### src/rtl/ctrl_pkg.sv
// ---------------------------------------------------------------------------
// ctrl_pkg
// Shared definitions for the camera capture sequencer:
//   - state_t         : 3-bit state encoding of the capture FSM
//   - EX_*_DEFAULT    : default exposure width / limits
//   - clamp_exposure  : limits a requested exposure to [lo, hi]
// ---------------------------------------------------------------------------
package ctrl_pkg;

  localparam int EX_W_DEFAULT   = 5;
  localparam int EX_MIN_DEFAULT = 2;
  localparam int EX_MAX_DEFAULT = 30;

  typedef enum logic [2:0] {
    ST_IDLE    = 3'd0,
    ST_EXPOSE  = 3'd1,
    ST_R1_SEL  = 3'd2,
    ST_R1_CONV = 3'd3,
    ST_R1_GAP  = 3'd4,
    ST_R2_SEL  = 3'd5,
    ST_R2_CONV = 3'd6,
    ST_R2_GAP  = 3'd7
  } state_t;

  // The requested value arrives zero-extended from the register width, so
  // this is effectively an unsigned compare at that width.
  function automatic int clamp_exposure(input int ex, input int lo, input int hi);
    int result;
    result = ex;
    if (ex < lo) begin
      result = lo;
    end else if (ex > hi) begin
      result = hi;
    end
    return result;
  endfunction

endpackage

### src/rtl/ctrl_cycle_timer.sv
// ---------------------------------------------------------------------------
// ctrl_cycle_timer
// Loadable down-counter used to time every multi-cycle phase of a capture.
// Ports:
//   clk        : clock
//   rst_n      : asynchronous active-low reset, clears the count
//   load       : load load_value this cycle (takes priority over counting)
//   load_value : number of cycles the phase should last (>= 1)
//   done       : high while the count is 1, i.e. the last cycle of the phase
// ---------------------------------------------------------------------------
module ctrl_cycle_timer #(
  parameter int W = 5
) (
  input  logic         clk,
  input  logic         rst_n,
  input  logic         load,
  input  logic [W-1:0] load_value,
  output logic         done
);

  logic [W-1:0] count;

  // Counts down to zero and parks there until the next load.
  always_ff @(posedge clk or negedge rst_n) begin
    if (!rst_n) begin
      count <= '0;
    end else if (load) begin
      count <= load_value;
    end else if (count != '0) begin
      count <= count - W'(1);
    end
  end

  assign done = (count == W'(1));

endmodule

### src/rtl/ctrl_capture_seq.sv
// ---------------------------------------------------------------------------
// ctrl_capture_seq
// Capture sequencer for the camera pixel array. On a capture request it
// latches the clamped exposure length and walks the array through
// Erase -> Expose -> row-1 readout -> row-2 readout, strobing the ADC during
// each row conversion, then returns to IDLE with a one-cycle Frame_done.
// Ports:
//   Clk        : system clock
//   Reset_n    : asynchronous active-low reset
//   Init       : capture request, level-sampled, honoured only in IDLE
//   EX_time    : requested exposure length in cycles
//   Erase      : pixel erase, high in IDLE
//   Expose     : pixel exposure enable
//   NRE_1      : row-1 read enable, active low
//   NRE_2      : row-2 read enable, active low
//   ADC        : ADC conversion strobe
//   Exp_lock   : freezes the exposure-time register while a frame runs
//   Busy       : high in every state except IDLE
//   Frame_done : one-cycle pulse in the first IDLE cycle after readout
// All outputs are registered.
// ---------------------------------------------------------------------------
module ctrl_capture_seq
  import ctrl_pkg::*;
#(
  parameter int EX_W          = EX_W_DEFAULT,
  parameter int EX_MIN        = EX_MIN_DEFAULT,
  parameter int EX_MAX        = EX_MAX_DEFAULT,
  parameter int SETTLE_CYCLES = 1,
  parameter int ADC_CYCLES    = 1
) (
  input  logic            Clk,
  input  logic            Reset_n,
  input  logic            Init,
  input  logic [EX_W-1:0] EX_time,
  output logic            Erase,
  output logic            Expose,
  output logic            NRE_1,
  output logic            NRE_2,
  output logic            ADC,
  output logic            Exp_lock,
  output logic            Busy,
  output logic            Frame_done
);

  // The timer must hold the longest exposure and the 3-bit settle/ADC counts.
  localparam int EX_BITS = $clog2(EX_MAX + 1);
  localparam int CNT_W   = (EX_BITS > 3) ? EX_BITS : 3;

  localparam logic [CNT_W-1:0] SETTLE_LOAD = CNT_W'(SETTLE_CYCLES);
  localparam logic [CNT_W-1:0] ADC_LOAD    = CNT_W'(ADC_CYCLES);

  state_t           state;
  logic             timer_load;
  logic [CNT_W-1:0] timer_value;
  logic             timer_done;
  logic [CNT_W-1:0] exposure_load;

  // EX_time is only sampled on the accepting edge; later changes are ignored
  // because the timer already holds the latched length.
  assign exposure_load = CNT_W'(clamp_exposure(int'({{(32-EX_W){1'b0}}, EX_time}),
                                               EX_MIN, EX_MAX));

  // Phase timer loads: each multi-cycle phase is loaded on the edge that
  // enters it. The gap states are fixed at one cycle and need no timer.
  always_comb begin
    timer_load  = 1'b0;
    timer_value = '0;
    case (state)
      ST_IDLE: begin
        if (Init) begin
          timer_load  = 1'b1;
          timer_value = exposure_load;
        end
      end
      ST_EXPOSE: begin
        if (timer_done) begin
          timer_load  = 1'b1;
          timer_value = SETTLE_LOAD;
        end
      end
      ST_R1_SEL, ST_R2_SEL: begin
        if (timer_done) begin
          timer_load  = 1'b1;
          timer_value = ADC_LOAD;
        end
      end
      ST_R1_GAP: begin
        timer_load  = 1'b1;
        timer_value = SETTLE_LOAD;
      end
      default: begin
        timer_load  = 1'b0;
        timer_value = '0;
      end
    endcase
  end

  ctrl_cycle_timer #(
    .W(CNT_W)
  ) u_timer (
    .clk       (Clk),
    .rst_n     (Reset_n),
    .load      (timer_load),
    .load_value(timer_value),
    .done      (timer_done)
  );

  // Capture FSM. Outputs are assigned on the transition into the state that
  // owns them, so every output is a flop and changes only on a clock edge.
  // Frame_done defaults low each cycle and is raised only when leaving R2_GAP.
  always_ff @(posedge Clk or negedge Reset_n) begin
    if (!Reset_n) begin
      state      <= ST_IDLE;
      Erase      <= 1'b1;
      Expose     <= 1'b0;
      NRE_1      <= 1'b1;
      NRE_2      <= 1'b1;
      ADC        <= 1'b0;
      Exp_lock   <= 1'b0;
      Busy       <= 1'b0;
      Frame_done <= 1'b0;
    end else begin
      Frame_done <= 1'b0;
      case (state)
        ST_IDLE: begin
          if (Init) begin
            state    <= ST_EXPOSE;
            Erase    <= 1'b0;
            Expose   <= 1'b1;
            Exp_lock <= 1'b1;
            Busy     <= 1'b1;
          end
        end
        ST_EXPOSE: begin
          if (timer_done) begin
            state  <= ST_R1_SEL;
            Expose <= 1'b0;
            NRE_1  <= 1'b0;
          end
        end
        ST_R1_SEL: begin
          if (timer_done) begin
            state <= ST_R1_CONV;
            ADC   <= 1'b1;
          end
        end
        ST_R1_CONV: begin
          if (timer_done) begin
            state <= ST_R1_GAP;
            ADC   <= 1'b0;
            NRE_1 <= 1'b1;
          end
        end
        ST_R1_GAP: begin
          state <= ST_R2_SEL;
          NRE_2 <= 1'b0;
        end
        ST_R2_SEL: begin
          if (timer_done) begin
            state <= ST_R2_CONV;
            ADC   <= 1'b1;
          end
        end
        ST_R2_CONV: begin
          if (timer_done) begin
            state <= ST_R2_GAP;
            ADC   <= 1'b0;
            NRE_2 <= 1'b1;
          end
        end
        ST_R2_GAP: begin
          state      <= ST_IDLE;
          Erase      <= 1'b1;
          Exp_lock   <= 1'b0;
          Busy       <= 1'b0;
          Frame_done <= 1'b1;
        end
        default: begin
          state    <= ST_IDLE;
          Erase    <= 1'b1;
          Expose   <= 1'b0;
          NRE_1    <= 1'b1;
          NRE_2    <= 1'b1;
          ADC      <= 1'b0;
          Exp_lock <= 1'b0;
          Busy     <= 1'b0;
        end
      endcase
    end
  end

endmodule

### config.mk
export PLATFORM = sky130hd
export DESIGN_NAME = ctrl_capture_seq
export DESIGN_NICKNAME = d
export VERILOG_FILES = /design/src/rtl/ctrl_pkg.sv /design/src/rtl/ctrl_cycle_timer.sv /design/src/rtl/ctrl_capture_seq.sv
export SDC_FILE = /design/constraint.sdc
export NUM_CORES = 1
export LEC_CHECK = 0
export CAP_MARGIN = 20
export CORE_UTILIZATION = 45
export DETAILED_ROUTE_END_ITERATION = 12
export HOLD_SLACK_MARGIN = 0.08
export PLACE_DENSITY = 0.68
export SETUP_SLACK_MARGIN = 0.05
export SLEW_MARGIN = 30
export SYNTH_ARGS = -nofsm -noshare
export SYNTH_HDL_FRONTEND = slang
export SYNTH_SLANG_ARGS = --single-unit
### constraint.sdc
create_clock -name Clk -period 2.63 [get_ports Clk]
set_clock_uncertainty 0.15 [all_clocks]
set_input_delay 0.526 -clock Clk [delete_from_list [all_inputs] [get_ports Clk]]
set_output_delay 0.526 -clock Clk [all_outputs]
set_load 0.01 [all_outputs]
==> out/results.tsv <==
metric	value	unit
outcome	finished, final reports clean	
CP required	1.95	ns
area fraction in compound gates after synthesis	20.7	%
Post-Syn Instances	84	
met2 usage	32.0	%
flops & latches, synth	15	
total power	1.17	mW
CTS Buffer Depth	2	
Hold Path Stages	2	
Vias per Instance	5.53	
wire per inst	13.4	µm
worst rel slew slack	54.9	%
post-CTS setup buffers	0	
Final period util	76.6	%
first drt pass iteration count	4	
Final Slew Violations	0	
Area Growth Syn to Fin	23.0	%
largest family of logic cells by synthesized area	simple AND/OR/NAND/NOR gates	
Post-synth EDFFs	0	
Worst Path Max Fanout	2	
worst r2r path cells	6	
Reg-to-Reg Start	u_timer.count[1]$_DFFE_PN0P_	
Clock Sinks	15	
crit-path cells	clkdlybuf4s50_1	
Least-Margin Pin Slew	0.675	ns
Die Span X	45.4	µm
Leak	0.427	nW
Unique masters post-synth	35	
Area contributors post-synth	dfrtp_1 (35%), dfstp_2 (9.3%), o21ai_0 (4.7%)	
post-synth top area share	35.5	%
Post-Syn Area	847	µm²
worst path buffer plus inverter count	1	
Primary FF master, synth	dfrtp_1	
fmax	496	MHz
register area share after synthesis	44.8	%
GRT Total Usage	18.6	%
CP max stage delay	0.54	ns
Initial Utilization	48.5	%
Routed Antenna Nets	0	
CP Data Arrival Time	1.34	ns
Inserted Diodes	0	
Synth Net Count	95	
cell taking the most area after synthesis	dfrtp_1	
DP Worst Slack	0.542	ns
met1 global-route usage	22.9	%
Fillers	159	
met3 usage	2.38	%
initial antenna violation count	0	
WHS Endpoint	Erase$_DFFE_PN1P_	
hold_buf cts	0	
Yosys Warn Count	0	
hold_sp	Erase$_DFFE_PN1P_	
startpoint type of the worst setup path	flip-flop	
crit path max-delay cell type	dfstp_2	
most common cell after layout, fill and taps aside	clkdlybuf4s50_1	
adder-cell area share of the yosys netlist	4.43	%
commonest non-fill, non-tap cells in the layout	clkdlybuf4s50_1 (15), dfrtp_1 (12), o21ai_0 (8)	
Rows	15	
min-delay worst type	reg -> reg	
pin count of the biggest net entering global routing	16	
r2r setup slk	0.68	ns
Post-Synth XOR/XNOR Area	3.10	%
clock latency on the worst-skew pair	0.28	ns
final WL	1.68	mm
routed via count	691	
layout cell share with drive strength beyond 1	13.0	%
Worst IR Drop VDD	619	µV
critical path class	reg -> out	
number of global-route vias before repair	632	
Simple-Gate Fraction of Synth Area	22.0	%
CTS clock-pin slew for the worst setup and hold paths	0.09	ns
total of max-cap violations	0	
Top Usage Layer GRT	met2	
setup_tns	0	ns
mux cell area share after synthesis	0	%
final setup vio count	0	
Final min period	2.02	ns
post-layout util	59.7	%
Iter 0 DRT Violations	11	
# IOs	16	
post_cts resized	0	
IO Port Bufs	15	
Die Y	45.4	µm
GPL Wtd Cong	0.763	
H-tree levels	1	
CTS root buf	clkbuf_4	
first-pass GRT wire length	2.70	mm
Placeable Area	0.00175	mm²
average instance area after synthesis	10.1	µm²
unrepaired setup endpoints after global routing	no	
nets	112	
Num CTS Buffers	3	
drt drc	0	
CTS tree	built	
crit end category	output port	
worst flop-to-flop path endpoint	u_timer.count[1]$_DFFE_PN0P_	
DP HPWL	1.25	mm
Hold Violations, Final	0	
total gr overflow	0	
CP top delay family	flip-flops	
ys async rst share	100	%
die area	0.00206	mm²
PD cells	1130	mW/mm²
worst setup margin	0.615	ns
metal layers:
layer | part of all wire (%) | vias up | wire [µm]
li1 | - | 345 | -
met1 | 46 | 335 | 766
met2 | 50 | 9 | 846
met3 | 3.3 | 2 | 55
met4 | 0.71 | 0 | 12
met5 | 0 | - | 0
kinds of logic after synthesis:
kind of cell	count (synthesis)
flops	15
xor+xnor	3
fa+ha+maj	3
compound gates	25
buf+inv	10
simple gates	28
cells in the mapped netlist, types with 2 or more instances:
master and instances:
dfrtp_1 12, o21ai_0 8, inv_1 6, a21oi_1 5
nand2_1 5, a32oi_1 4, nor2_1 4, dfstp_2 3
ha_1 3, nand3_1 3, nor3_1 3, xor2_1 3
clkbuf_1 2, nor3b_1 2
flip-flops by register name, summed over array words and instances (netlist names):
name / cells
u_timer.count: 5
state: 3
ADC: 1
Busy: 1
Erase: 1
Expose: 1
Frame_done: 1
NRE_1: 1
NRE_2: 1
worst max path at each step:
stage                     cells past startpoint                           end  slack, ns                    startpoint
after floorplan                               6  u_timer.count[0]$_DFFE_PN0P_       0.91  u_timer.count[0]$_DFFE_PN0P_
after global placement                        4  u_timer.count[1]$_DFFE_PN0P_       0.59                          Init
after detailed placement                      4  u_timer.count[1]$_DFFE_PN0P_       0.54                          Init
after CTS                                     1                         Erase       0.60             Erase$_DFFE_PN1P_
after global routing                          1                         NRE_2       0.57             NRE_2$_DFFE_PN1P_
final                                         1                         NRE_2       0.61             NRE_2$_DFFE_PN1P_
cell type report:
type | instances | area (µm²) | area share (%)
clock buffers | 4 | 26.3 | 2.52
repair buffers | 16 | 158 | 15.1
multi-input cells | 59 | 425 | 40.8
inverters | 6 | 22.5 | 2.16
well taps | 25 | 31.3 | 3.00
flip-flops and latches | 15 | 379 | 36.4
power breakdown:
| group | total (mW) | switching [mW] | leakage (nW) | internal, mW |
|---|---|---|---|---|
| sequential | 0.491 | 0.143 | 0.173 | 0.348 |
| clock | 0.127 | 0.0679 | 0.0150 | 0.0587 |
| combinational | 0.556 | 0.261 | 0.239 | 0.295 |
stage by stage:
step,hold slack [ns],area (µm²),std cells
after global routing,0.370,1040,125
final,0.339,1040,125
after global placement,0.320,1020,121
after CTS,0.345,1040,125
after floorplan,0.0804,847,84
after detailed placement,0.339,1020,121
(Power assumes the default switching activity.)
